### src/rtl/mem_read_scheduler.sv
// Round-robin scheduler sharing one memory read port among NUM_REQ requesters.
// Ports: clk/reset; stall; req_valid/req_ready/req_bank/req_addr per requester;
// mem_reb/mem_bankb/mem_addrb/mem_dob to the memory; rsp_valid/rsp_data; busy.
module mem_read_scheduler #(
    parameter type type_t       = logic,
    parameter int  NUM_REQ      = 4,
    parameter int  NUM_BANKS    = 2,
    parameter int  DEPTH        = 32,
    parameter int  READ_LATENCY = 2,
    parameter int  BANK_WIDTH   = $clog2(NUM_BANKS),
    parameter int  ID_WIDTH     = NUM_REQ > 1 ? $clog2(NUM_REQ) : 1
) (
    input  logic                                     clk,
    input  logic                                     reset,
    input  logic                                     stall,
    input  logic [NUM_REQ-1:0]                       req_valid,
    output logic [NUM_REQ-1:0]                       req_ready,
    input  logic [NUM_REQ-1:0][BANK_WIDTH-1:0]       req_bank,
    input  logic [NUM_REQ-1:0][$clog2(DEPTH)-1:0]    req_addr,
    output logic                                     mem_reb,
    output logic [BANK_WIDTH-1:0]                    mem_bankb,
    output logic [$clog2(DEPTH)-1:0]                 mem_addrb,
    input  type_t                                    mem_dob,
    output logic [NUM_REQ-1:0]                       rsp_valid,
    output type_t                                    rsp_data,
    output logic                                     busy
);

    logic [ID_WIDTH-1:0]      ptr_q, ptr_d;
    logic [ID_WIDTH-1:0]      gnt_id, cand;
    logic                     any_gnt;
    logic [BANK_WIDTH-1:0]    bank_q, bank_d;
    logic [$clog2(DEPTH)-1:0] addr_q, addr_d;

    // Scan from ptr upward (mod NUM_REQ); first valid requester wins.
    always_comb begin
        any_gnt = 1'b0;
        gnt_id  = '0;
        cand    = '0;
        if (!stall && !reset) begin
            for (int i = 0; i < NUM_REQ; i++) begin
                cand = ID_WIDTH'((int'(ptr_q) + i) % NUM_REQ);
                if (!any_gnt && req_valid[cand]) begin
                    any_gnt = 1'b1;
                    gnt_id  = cand;
                end
            end
        end
    end

    always_comb begin
        req_ready         = '0;
        req_ready[gnt_id] = any_gnt;
    end

    // Bank/address hold their last issued value on idle cycles.
    always_comb begin
        ptr_d  = ptr_q;
        bank_d = bank_q;
        addr_d = addr_q;
        if (any_gnt) begin
            ptr_d  = ID_WIDTH'((int'(gnt_id) + 1) % NUM_REQ);
            bank_d = req_bank[gnt_id];
            addr_d = req_addr[gnt_id];
        end
    end

    always_ff @(posedge clk or posedge reset) begin
        if (reset) begin
            ptr_q  <= '0;
            bank_q <= '0;
            addr_q <= '0;
        end else begin
            ptr_q  <= ptr_d;
            bank_q <= bank_d;
            addr_q <= addr_d;
        end
    end

    assign mem_reb   = any_gnt;
    assign mem_bankb = bank_d;
    assign mem_addrb = addr_d;
    assign rsp_data  = mem_dob;

    if (READ_LATENCY == 0) begin : g_comb
        assign rsp_valid = req_valid & req_ready;
        assign busy      = 1'b0;
    end else begin : g_pipe
        logic [READ_LATENCY-1:0]               pv_q, pv_d;
        logic [READ_LATENCY-1:0][ID_WIDTH-1:0] pid_q, pid_d;

        // Tracking shift register mirrors the memory's fixed read delay.
        always_comb begin
            pv_d     = '0;
            pid_d    = '0;
            pv_d[0]  = any_gnt;
            pid_d[0] = gnt_id;
            for (int i = 1; i < READ_LATENCY; i++) begin
                pv_d[i]  = pv_q[i-1];
                pid_d[i] = pid_q[i-1];
            end
        end

        always_ff @(posedge clk or posedge reset) begin
            if (reset) begin
                pv_q  <= '0;
                pid_q <= '0;
            end else begin
                pv_q  <= pv_d;
                pid_q <= pid_d;
            end
        end

        always_comb begin
            rsp_valid = '0;
            rsp_valid[pid_q[READ_LATENCY-1]] = pv_q[READ_LATENCY-1];
        end

        assign busy = |pv_q;
    end

endmodule

### config.mk
export PLATFORM = sky130hd
export DESIGN_NAME = mem_read_scheduler
export DESIGN_NICKNAME = d
export VERILOG_FILES = /design/src/rtl/mem_read_scheduler.sv
export SDC_FILE = /design/constraint.sdc
export NUM_CORES = 1
export LEC_CHECK = 0
export BUFFER_PORTS_ARGS = -buffer_cell sky130_fd_sc_hd__buf_4
export CAP_MARGIN = 20
export CORE_ASPECT_RATIO = 1.25
export CORE_UTILIZATION = 46
export DETAILED_ROUTE_END_ITERATION = 6
export HOLD_SLACK_MARGIN = 0.05
export PLACE_DENSITY = 0.83
export SLEW_MARGIN = 20
export SYNTH_ARGS = -nofsm -noshare
export SYNTH_HDL_FRONTEND = slang
export SYNTH_SLANG_ARGS = --single-unit
### constraint.sdc
create_clock -name clk -period 5.1 [get_ports clk]
set_input_delay 0.765 -clock clk [delete_from_list [all_inputs] [get_ports clk]]
set_output_delay 0.765 -clock clk [all_outputs]
set_load 0.02 [all_outputs]
# Word-level counts from Yosys, hierarchy flattened
# Cells that the tools add are included.
totals:
  register_bits: 14
  input_bits: 32
  out_inout_bits: 17
  wordCells: 63
op_classes:
  n_addsub: 4
  n_lt_le_gt_ge: 8
  muxes: 31
  bitwise: 2
  n_reduce_logical: 12
op_table:
  columns: ["op", "count"]
  rows:
  - ["$lt A2 B3 Y1 const B", 6]
  - ["$mux W1", 16]
  - ["$bmux W1 S2", 5]
  - ["$bmux W5 S2", 1]
  - ["$mux W2", 5]
  - ["$mux W5", 2]
  - ["$and A4 B4 Y4", 2]
  - ["$logic_and A1 B1 Y1", 6]
  - ["$logic_not A1 Y1", 5]
  - ["$add A2 B1 Y2 const B", 2]
  - ["$add A2 B2 Y2 const B", 2]
  - ["$demux W1 S2", 2]
  - ["$ge A2 B1 Y1 const B", 2]
  - ["$reduce_or A2 Y1", 1]

# Longest topological paths before layout
# Gate-level depths: netlist (run 1).
logic_depth:
  depth_word: 21
  mapped_depth: 6
  depth_no_buf: 5

# Least setup slack after synthesis (run 1)
# Ideal clock, no wire load.
synth_timing:
  path_kind: "input port to output port"
  startpoint: "input req_valid[2]"
  endpoint: "output mem_addrb[1]"
  t_arrival_ns: 2.009
  t_required_ns: 4.335
  setup_slack_ns: 2.326
  cell_stages: 5
  path_buffers: 0
  path_cell_list: "or4_1 nand2_1 inv_1 nand2_1 o221ai_1"
synth_via:
  word_cells_on_any_way: 30
  cone_classes: "mux: 24; reduce/logical: 6"
synth_lines:
  columns: ["element", "line", "text"]
  rows:
  - ["start, declared", "16", "input logic [NUM_REQ-1:0] req_valid,"]
  - ["$bmux W1 S2", "43", "if (!any_gnt && req_valid[cand]) begin"]
  - ["$mux W1 (not written as such)", "43", null]
  - ["$mux W1", "43", null]
  - ["$mux W1", "40", "if (!stall && !reset) begin"]
  - ["$logic_not A1 Y1", "43", null]
  - ["$logic_and A1 B1 Y1", "43", null]
  - ["$mux W1", "43", null]
  - ["$mux W1", "40", null]
  - ["(+2 left out)", null, null]
  - ["$mux W1", "43", null]
  - ["$mux W1", "40", null]
  - ["$logic_not A1 Y1", "43", null]
  - ["$logic_and A1 B1 Y1", "43", null]
  - ["$mux W1 (*)", "43", null]
  - ["$mux W1 (*)", "40", null]
  - ["named net mem_reb", "20", "output logic mem_reb,"]
  - ["$mux W5 (*)", "61", "if (any_gnt) begin"]
  - ["end, declared", "22", "output logic [$clog2(DEPTH)-1:0] mem_addrb,"]
# The timed path passes the listed nets; every way through them passes the cells marked *. The select of a mux whose other input is x is not followed.

# Worst setup path in the final report (run 1)
layout_timing:
  startpoint: "input req_valid[2]"
  endpoint: "output mem_bankb"
layout_via:
  elab_chain_len: 19
  word_cells_on_any_way: 30
  cone_classes: "mux: 24; reduce/logical: 6"
layout_lines:
  columns: ["element", "line", "text"]
  rows:
  - ["$bmux W1 S2", "43", null]
  - ["$mux W1 (not written as such)", "43", null]
  - ["$mux W1", "43", null]
  - ["$mux W1", "40", null]
  - ["$logic_not A1 Y1", "43", null]
  - ["$logic_and A1 B1 Y1", "43", null]
  - ["$mux W1", "43", null]
  - ["$mux W1", "40", null]
  - ["(+3 left out)", null, null]
  - ["$mux W1", "40", null]
  - ["$logic_not A1 Y1", "43", null]
  - ["$logic_and A1 B1 Y1", "43", null]
  - ["$mux W2", "43", null]
  - ["$mux W2", "40", null]
  - ["$bmux W1 S2", "63", "bank_d = req_bank[gnt_id];"]
  - ["$mux W1 (not written as such)", "63", null]
  - ["$mux W1 (*)", "61", null]
  - ["end, declared", "21", "output logic [BANK_WIDTH-1:0] mem_bankb,"]
# Every way passes the cells marked *; elsewhere a longest branch is shown, timed or not. The select of a mux whose other input is x is not followed.

==> results of run 1 <==
## final cells by class
class                   count  area share
clock buffers               3     0.01813
repair buffers             46      0.2779
multi-input cells          68      0.3877
well taps                  19     0.01913
inverters                   5     0.01511
flip-flops and latches     14      0.2820
## cell families (layout without fill, tap and decap cells)
| group | after synthesis | in the layout | share of synthesized area |
|---|---|---|---|
| flip-flops | 14 | 14 | 0.3966 |
| XOR/XNOR | 1 | 1 | 0.009917 |
| AO/OA/AOI/OAI | 23 | 23 | 0.2181 |
| multiplexers | 7 | 7 | 0.07932 |
| AND/OR/NAND/NOR | 37 | 37 | 0.2380 |
| buffers and inverters | 8 | 54 | 0.05807 |
## power breakdown
part,internal (mW),switching (mW)
Sequential,0.140,0.0188
Clock,0.0273,0.0302
Combinational,0.109,0.127
Total,0.277,0.176
## state kept, by name, indices dropped and copies added (netlist names)
| signal | count |
|---|---|
| ptr_q | 2 |
| g_pipe.pv_q | 2 |
| addr_q | 5 |
| g_pipe.pid_d | 2 |
| bank_q | 1 |
| g_pipe.pid_q | 2 |
## Yosys cell counts (2+ instances only)
cell type / n / share of area
a21o_1: 3 / 0.025
a21oi_1: 2 / 0.011
a22oi_1: 4 / 0.034
nand4_1: 2 / 0.014
or2_2: 2 / 0.014
o31ai_1: 2 / 0.017
o311ai_2: 2 / 0.037
o221ai_1: 4 / 0.040
mux2i_1: 7 / 0.079
dfrtp_1: 14 / 0.40
nor2_1: 6 / 0.025
nand2b_1: 3 / 0.021
inv_1: 5 / 0.021
nand2_1: 12 / 0.051
## layout by cell type (no fill, tap or decap), drive strengths merged
master,n
a21o,3
a21oi,2
a22oi,4
and2,2
and2b,1
and3,1
and3b,1
buf,46
clkbuf,3
dfrtp,14
inv,5
mux2i,7
nand2,12
nand2b,3
nand3,1
nand4,2
nor2,7
nor3,2
nor3b,1
o211a,1
o211ai,1
o21a,1
o21ai,1
o21ba,1
o21bai,1
o221ai,4
o311ai,2
o31ai,2
or2,2
or2b,1
or4,1
xnor2,1
## worst max-delay path, cell delays in order
cell and delay (ns):
buf_4 0.13, or4_1 0.55, nand2_1 0.31, inv_1 0.17, nand2_1 0.25, o221ai_1 0.20, buf_4 0.19
## worst min path at each step
stage	from	to	slack, ns	depth (start not counted)
after global routing	g_pipe.pid_d[3]$_DFF_PP0_	g_pipe.pid_q[3]$_DFF_PP0_	0.36	0
after floorplan	g_pipe.pid_d[2]$_DFF_PP0_	g_pipe.pid_q[2]$_DFF_PP0_	0.33	0
after CTS	g_pipe.pid_d[3]$_DFF_PP0_	g_pipe.pid_q[3]$_DFF_PP0_	0.35	0
after detailed placement	g_pipe.pid_d[3]$_DFF_PP0_	g_pipe.pid_q[3]$_DFF_PP0_	0.34	0
final	g_pipe.pid_d[3]$_DFF_PP0_	g_pipe.pid_q[3]$_DFF_PP0_	0.35	0
after global placement	g_pipe.pid_d[3]$_DFF_PP0_	g_pipe.pid_q[3]$_DFF_PP0_	0.33	0
## metal layers
metal / routed length [um] / share of wire / global-route usage
met1: 834 / 0.38 / 0.2587
met2: 1187 / 0.54 / 0.4401
met3: 127 / 0.058 / 0.02174
met4: 30 / 0.014 / 0.1129
met5: 0 / 0 / 0
## per-stage QoR
| step | worst slack, ns | instance area [um^2] |
|---|---|---|
| 4_1_cts | 1.792 | 1242 |
| 2_1_floorplan | 2.326 | 883.3 |
| 5_1_grt | 1.660 | 1242 |
| 6_report | 1.770 | 1242 |
| 3_3_place_gp | 1.864 | 1220 |
| 3_5_place_dp | 1.787 | 1220 |
==> results_dict.tcl, run 1 <==
set metrics [dict create \
    row_count 17 \
    syn-num-nets 122 \
    power_uw 453.0 \
    core_um2 1787 \
    first_global_vias 851 \
    clk_pin_slew_ns 0.07 \
    max_freq_mhz 300.3 \
    clockRootBuffer "clkbuf_4" \
    drt_pass1_iterations 4 \
    num_io_pins 49 \
    ctsHtreeMaxLevel 1 \
    multiInputGateArea_um2 481.7 \
    numCtsBuffers 3 \
    hold_class "register to register" \
    hold_viol 0 \
    run_status "finished clean" \
    layout.nets 170 \
    clockBufferDepth 2 \
    min_period_ns 3.330 \
    synth_cells 90 \
    cp.required_ns 4.34 \
    hpwl_um 1767 \
    grt_max_degree 15 \
    tightest_slew_ns 0.5116 \
    io_buffers 46 \
    cts_tree "done" \
    diodes 0 \
    gp_congestion 0.6510 \
    initial_core_util 0.4944 \
    rr_endpoint "addr_q[0]$_DFF_PP0_" \
    ff_latch_area_um2 350.3 \
    vias 878 \
    drc 0 \
    ir_drop_mv 0.2603 \
    finClkSkew_ns 0.003415 \
    drive_above_1_share 0.4265 \
    dp.cells 152 \
    post_cts_buffers 0 \
    drv_slew 0 \
    r2r.worst_path.cells 5 \
    power_leakage_nw 0.6586 \
    final_util 0.6954 \
    die_w_um 41.20 \
    wirelength_um 2180 \
    reg2reg_from "ptr_q[1]$_DFFE_PP0P_" \
    die_h_um 51.00 \
    antenna_left 0 \
    die-area_um2 2101 \
    final-setup-viol-count 0 \
    finalCritPeriodShare 0.6530 \
    drt_iter0_drc 9 \
    synth-seq-area-share 0.3966 \
    clkLatencyLatePin_ns 0.27 \
    syn_area_um2 883.3 \
    crit_fanout 11 \
    syn_area_per_cell_um2 9.815 \
    synthDistinctLibCells 36 \
    synth-edff-count 0 \
    grt_overflow_total 0 \
    tns_ns 0 \
    fin_cells 155 \
    grt_usage 0.2423 \
    cts_resized 0 \
    yosysWarnings 0 \
    rsz0062_at_grt "false" \
    cts_hold_buf 0 \
    grt_pass1_wl_um 3429 \
    area_growth_pct 40.65 \
    crit_start "req_valid[2]" \
    cts_sinks 14 \
    synth-async-reset-ratio 1.000 \
    yosys_register_bits 14 \
    vias_per_cell 5.665 \
    p_per_area_nw_per_um2 364.6 \
    maxCapViolCount 0 \
    r2r_setup_slack_ns 3.29 \
    grt_antenna_before_repair 0 \
    critical_path_class "input pin to primary output" \
    critPathLaunchType "input pin" \
    relSlewSlack 0.6586 \
    nFillCells 156 \
    wire_per_inst_um 14.06 \
    ys.flop_type "dfrtp_1" \
    cp-end-kind "primary output" \
    hold_slack_ns 0.3508 \
    cp.arrival_ns 2.57 \
    endpoint "mem_bankb" \
]
No activity file was read; power rests on OpenSTA's default activity.
==> run 2: changes to the inputs <==
- CORE_UTILIZATION: 46 -> 43
- PLACE_DENSITY: 0.83 -> 0.78
- clock period: 5.1 -> 3.25 ns (I/O delays scaled with it)
==> run 2 against run 1 <==
Compared with the run above: non-clock buffer count rose by 1; combinational power is 57% higher; clock power up 110%; register-to-register slack lost 1.9 ns; critical endpoint is now mem_addrb[2]; largest power group unchanged.
==> results_dict.tcl, run 2 (synthesis results as in run 1) <==
set metrics [dict create \
    clk_pin_slew_ns 0.08 \
    finClkSkew_ns 0.0008278 \
    core_um2 1851 \
    grt_usage 0.2057 \
    die_h_um 52.68 \
    final_util 0.6829 \
    wire_per_inst_um 13.50 \
    numCtsBuffers 3 \
    cts_hold_buf 0 \
    antenna_left 0 \
    row_count 17 \
    ctsHtreeMaxLevel 1 \
    cp.arrival_ns 2.19 \
    critical_path_class "register to primary output" \
    grt_max_degree 15 \
    largest_register_ffs 5 \
    grt_antenna_before_repair 0 \
    drv_slew 0 \
    rsz0062_at_grt "false" \
    io_buffers 46 \
    critical_path.max_stage_delay_ns 0.46 \
    tns_ns 0 \
    nFillCells 171 \
    die_w_um 42.54 \
    crit_buf_inv 1 \
    first_global_vias 838 \
    gp_congestion 0.7769 \
    num_io_pins 49 \
    run_status "finished clean" \
    min_period_ns 2.677 \
    cts_tree "done" \
    die-area_um2 2241 \
    post_cts_buffers 0 \
    clkLatencyLatePin_ns 0.28 \
    cp.required_ns 2.76 \
    wirelength_um 2120 \
    final-setup-viol-count 0 \
    ir_drop_mv 0.3637 \
    cts_resized 0 \
    drc 0 \
    final_cell_mix "buf_4, dfrtp_1, nand2_1, mux2i_1, nor2_1" \
    drt_iter0_drc 19 \
    hold_class "input pin to async pin" \
    path_cells "mux2i_1, nor2_1, nor3_4, nand2_1, o221ai_1, buf_4" \
    max_freq_mhz 373.6 \
    critical-path-top-delay-family "simple AND/OR/NAND/NOR gates" \
    layout_commonest_cell "buf_4" \
    largest_register "addr_q" \
    power_leakage_nw 0.6702 \
    area_growth_pct 43.06 \
    grt_pass1_wl_um 3450 \
    maxCapViolCount 0 \
    critPathLaunchType "register" \
    finalCritPeriodShare 0.8236 \
    vias 865 \
    diodes 0 \
    cts_sinks 14 \
    drive_above_1_share 0.4348 \
    tightest_slew_ns 0.5041 \
    vias_per_cell 5.510 \
    p_per_area_nw_per_um2 588.4 \
    grt_overflow_total 0 \
    drt_pass1_iterations 4 \
    hold_slack_ns 0.2390 \
    cp_slowest_cell "dfrtp_1" \
    crit_fanout 8 \
    hpwl_um 1701 \
    hold_viol 0 \
    clockBufferDepth 2 \
    layout.nets 171 \
    cp-end-kind "primary output" \
    clockRootBuffer "clkbuf_4" \
    initial_core_util 0.4773 \
    relSlewSlack 0.6636 \
]
## run 2: cell types whose count changed in the layout (fill, tap and decap cells not counted), sizes merged
cell | previous run | this run
clkbuf | 3 | 4
buf | 46 | 47
## run 2: path summary, 6_finish.rpt
kind | cells past startpoint | startpoint | to | slack [ns]
worst max-delay path | 6 | ptr_q[1]$_DFFE_PP0P_ | mem_addrb[2] | 0.57
worst min-delay path | 2 | reset | g_pipe.pv_q[0]$_DFF_PP0_ | 0.24
worst max register to register | 5 | ptr_q[1]$_DFFE_PP0P_ | addr_q[2]$_DFF_PP0_ | 1.43
worst min register to register | 0 | g_pipe.pid_d[2]$_DFF_PP0_ | g_pipe.pid_q[2]$_DFF_PP0_ | 0.35
max in group asynchronous | 2 | reset | g_pipe.pid_q[3]$_DFF_PP0_ | 2.68
min in group clk | 0 | g_pipe.pid_d[2]$_DFF_PP0_ | g_pipe.pid_q[2]$_DFF_PP0_ | 0.35
## run 2: report_power, final
part           leakage [nW]  switching (mW)  internal, mW
combinational         0.472           0.198         0.173
sequential            0.177          0.0298         0.220
clock                0.0210          0.0551        0.0682
total                 0.670           0.283         0.461
## run 2: per-stage QoR
| step | worst slack, ns | cell area, um^2 | cells | power, mW |
|---|---|---|---|---|
| final | 0.5735 | 1264 | 157 | 0.7436 |
| after global routing | 0.3480 | 1264 | 157 | 0.7959 |
| after CTS | 0.5734 | 1264 | 157 | 0.7499 |
| after detailed placement | 0.6211 | 1227 | 153 | 0.6247 |
| after global placement | 0.6974 | 1227 | 153 | 0.6178 |
| after floorplan | 1.031 | 883.3 | 90 | 0.5133 |
## run 2: metal layers
metal,vias up,share of wire,track usage
li1,423,-,-
met1,405,0.39,0.2309
met2,35,0.54,0.3923
met3,2,0.054,0.03103
met4,0,0.012,0.06771
met5,-,0,0
## run 2: final cells by class
cell class                      instances  area, um^2  area share
Clock buffer                            4       36.28     0.02871
Inverter                                5       18.77     0.01485
Multi-Input combinational cell         68       481.7      0.3812
Sequential cell                        14       350.3      0.2772
Tap cell                               19       23.77     0.01881
Timing Repair Buffer                   47       352.8      0.2792
==> run 3: changes to the inputs <==
- ABC_AREA: not set -> 1
- CORE_UTILIZATION: 43 -> 47
- PLACE_DENSITY: 0.78 -> 0.79
- clock period: 3.25 -> 2.6 ns (I/O delays scaled with it)
==> run 3 against run 2 <==
Compared with the run above: the run now ends with negative setup slack left; synthesized cell count rose by 98%; worst setup slack got worse by 0.68 ns; register-to-register slack got worse by 0.94 ns; sequential power rose by 49%.
==> results_dict.tcl, run 3 <==
set metrics [dict create \
    crit_buf_inv 4 \
    power_leakage_nw 1.022 \
    synth_cells 178 \
    ctsHtreeMaxLevel 1 \
    path_cells "inv_8, nand2_1, nand3_1, nand2_2, inv_1, nand3_2, nand2_4, clkinv_8, nand2_8, nand2_1, nand2_1, nand2_1, nand2_1, nand2_1, nand2_2, buf_6" \
    violations "negative setup slack" \
    preCtsSetupSlack_ns 0.05977 \
    synth-async-reset-ratio 1.000 \
    die_w_um 46.34 \
    cts_sinks 14 \
    critical_path_class "register to primary output" \
    min_period_ns 2.705 \
    syn_area_um2 1155 \
    largest_register "addr_q" \
    drt_iter0_drc 50 \
    nFillCells 149 \
    critPathLaunchType "register" \
    vias 1393 \
    relSlewSlack 0.6483 \
    layout_commonest_cell "nand2_1" \
    yosysWarnings 0 \
    syn-num-nets 210 \
    synth_common_cells "nand2_1, nand3_1, inv_1, dfrtp_1, nand2_2" \
    wire_per_inst_um 13.68 \
    yosys_register_bits 14 \
    fin_ws_ns -0.1053 \
    wirelength_um 3667 \
    die_h_um 57.42 \
    drv_slew 0 \
    grt_pass1_wl_um 4767 \
    r2r_setup_slack_ns 0.49 \
    syn_area_per_cell_um2 6.488 \
    critical-path-top-delay-family "simple AND/OR/NAND/NOR gates" \
    hpwl_um 2131 \
    yosysTopAreaCellShare 0.3034 \
    grt_overflow_total 0 \
    crit_fanout 10 \
    synth-seq-area-share 0.3034 \
    clkLatencyLatePin_ns 0.29 \
    clockBufferDepth 2 \
    synth.most_common_cell "nand2_1" \
    layout.nets 270 \
    hold_class "input pin to async pin" \
    die-area_um2 2661 \
    row_count 19 \
    tightest_slew_ns 0.5269 \
    cp_slowest_cell "dfrtp_2" \
    ys.flop_type "dfrtp_1" \
    drc 0 \
    cts_hold_buf 0 \
    ir_drop_mv 0.6709 \
    crit_top_cell "nand2_1" \
    max_freq_mhz 369.7 \
    cp-end-kind "primary output" \
    final_cell_mix "nand2_1, buf_4, nand2_2, nand3_1, inv_1" \
    diodes 0 \
    first_global_vias 1165 \
    reg2reg_from "ptr_q[0]$_DFFE_PP0P_" \
    gp_congestion 0.9030 \
    grt_usage 0.2386 \
    clockRootBuffer "clkbuf_4" \
    numCtsBuffers 3 \
    hold_viol 0 \
    drive_above_1_share 0.4768 \
    cts_tree "done" \
    cp.required_ns 2.21 \
    grt_max_degree 25 \
    largest_register_ffs 5 \
    grt_antenna_before_repair 0 \
    post-synth-top-area-cell "dfrtp_1" \
    synth-edff-count 0 \
    r2r.worst_path.cells 16 \
    clk_pin_slew_ns 0.09 \
    antenna_left 0 \
    rr_endpoint "bank_q$_DFF_PP0_" \
    final-setup-viol-count 7 \
    io_buffers 46 \
    num_io_pins 49 \
    drt_pass1_iterations 4 \
    p_per_area_nw_per_um2 1134 \
    final_util 0.7895 \
    initial_core_util 0.5114 \
    core_um2 2258 \
    synthDistinctLibCells 21 \
    run_status "complete, but fails checks" \
    rsz0062_at_grt "true" \
    cp.arrival_ns 2.32 \
    maxCapViolCount 0 \
    synth_area_leaders "dfrtp_1, nand2_1, nand3_1" \
    crit_start "ptr_q[0]$_DFFE_PP0P_" \
    vias_per_cell 5.198 \
    finClkSkew_ns 0.002004 \
    area_growth_pct 54.39 \
    finalCritPeriodShare 1.040 \
    critical_path.max_stage_delay_ns 0.49 \
]
-- run 3: cell types whose count changed in the layout (fill, tap and decap cells not counted), moves of 4 or more --
cell	before	now
nand3_1	1	19
nand2_4	0	7
o221ai_1	4	0
a22oi_1	4	0
buf_6	0	13
nand2_2	0	27
inv_1	5	15
mux2i_1	7	0
nand2_1	12	68
-- run 3: cell families after synthesis --
kind of cell           count (synthesis)  share of synthesized area
buffers and inverters                 26                     0.1354
and+or+nand+nor                      136                     0.5504
DFF                                   14                     0.3034
AOI/OAI and AO/OA                      2                    0.01083
-- run 3: worst max path at each step --
| stage | to | slack (ns) | cells past startpoint |
|---|---|---|---|
| finish | mem_bankb | -0.11 | 16 |
| global route | mem_bankb | -0.19 | 16 |
| CTS | mem_bankb | 0.002 | 17 |
| global placement | mem_bankb | 0.18 | 15 |
| floorplan | mem_addrb[1] | 0.48 | 17 |
| detailed placement | mem_bankb | 0.06 | 15 |
-- run 3: layout make-up --
| cell class | instances | area (um^2) | share of cell area |
|---|---|---|---|
| Clock buffer | 4 | 36.28 | 0.02035 |
| Inverter | 20 | 97.59 | 0.05474 |
| Multi-Input combinational cell | 140 | 763.2 | 0.4281 |
| Sequential cell | 14 | 352.8 | 0.1979 |
| Tap cell | 31 | 38.79 | 0.02175 |
| Timing Repair Buffer | 57 | 476.7 | 0.2674 |
| Timing Repair inverter | 2 | 17.52 | 0.009825 |
-- run 3: power breakdown --
group          internal [mW]  total (mW)  leakage [nW]  switching (mW)
clock                 0.0854       0.160        0.0210          0.0750
combinational          0.564        1.49         0.826           0.925
sequential             0.304       0.372         0.176          0.0682
total                  0.954        2.02          1.02            1.07
-- run 3: repair_timing --
item	CTS	global route
endpoints found under the hold margin	0	0
pin swaps	2	19
endpoints found under the setup margin	9	9
gates resized for setup	8	39
buffers inserted	5	6
gates cloned	1	3
-- run 3: per-layer routing --
metal  share of wire  up-vias  GRT usage
met5               0        -          0
met4           0.034        0    0.07563
met3           0.058       17    0.02215
met2            0.54       79     0.4167
met1            0.37      634     0.2952
li1                -      663          -
-- run 3: stage by stage --
step                      TNS, ns  cells  cell area [um^2]  hold slack, ns  total power, mW
final                     -0.3458    268              1783          0.1445            2.022
after floorplan                 0    178              1155          0.2792            1.209
after detailed placement        0    249              1470          0.3347            1.426
after global placement          0    249              1470          0.3343            1.399
after global routing       -1.242    268              1783          0.1886            2.144
after CTS                       0    259              1577          0.1675            1.675
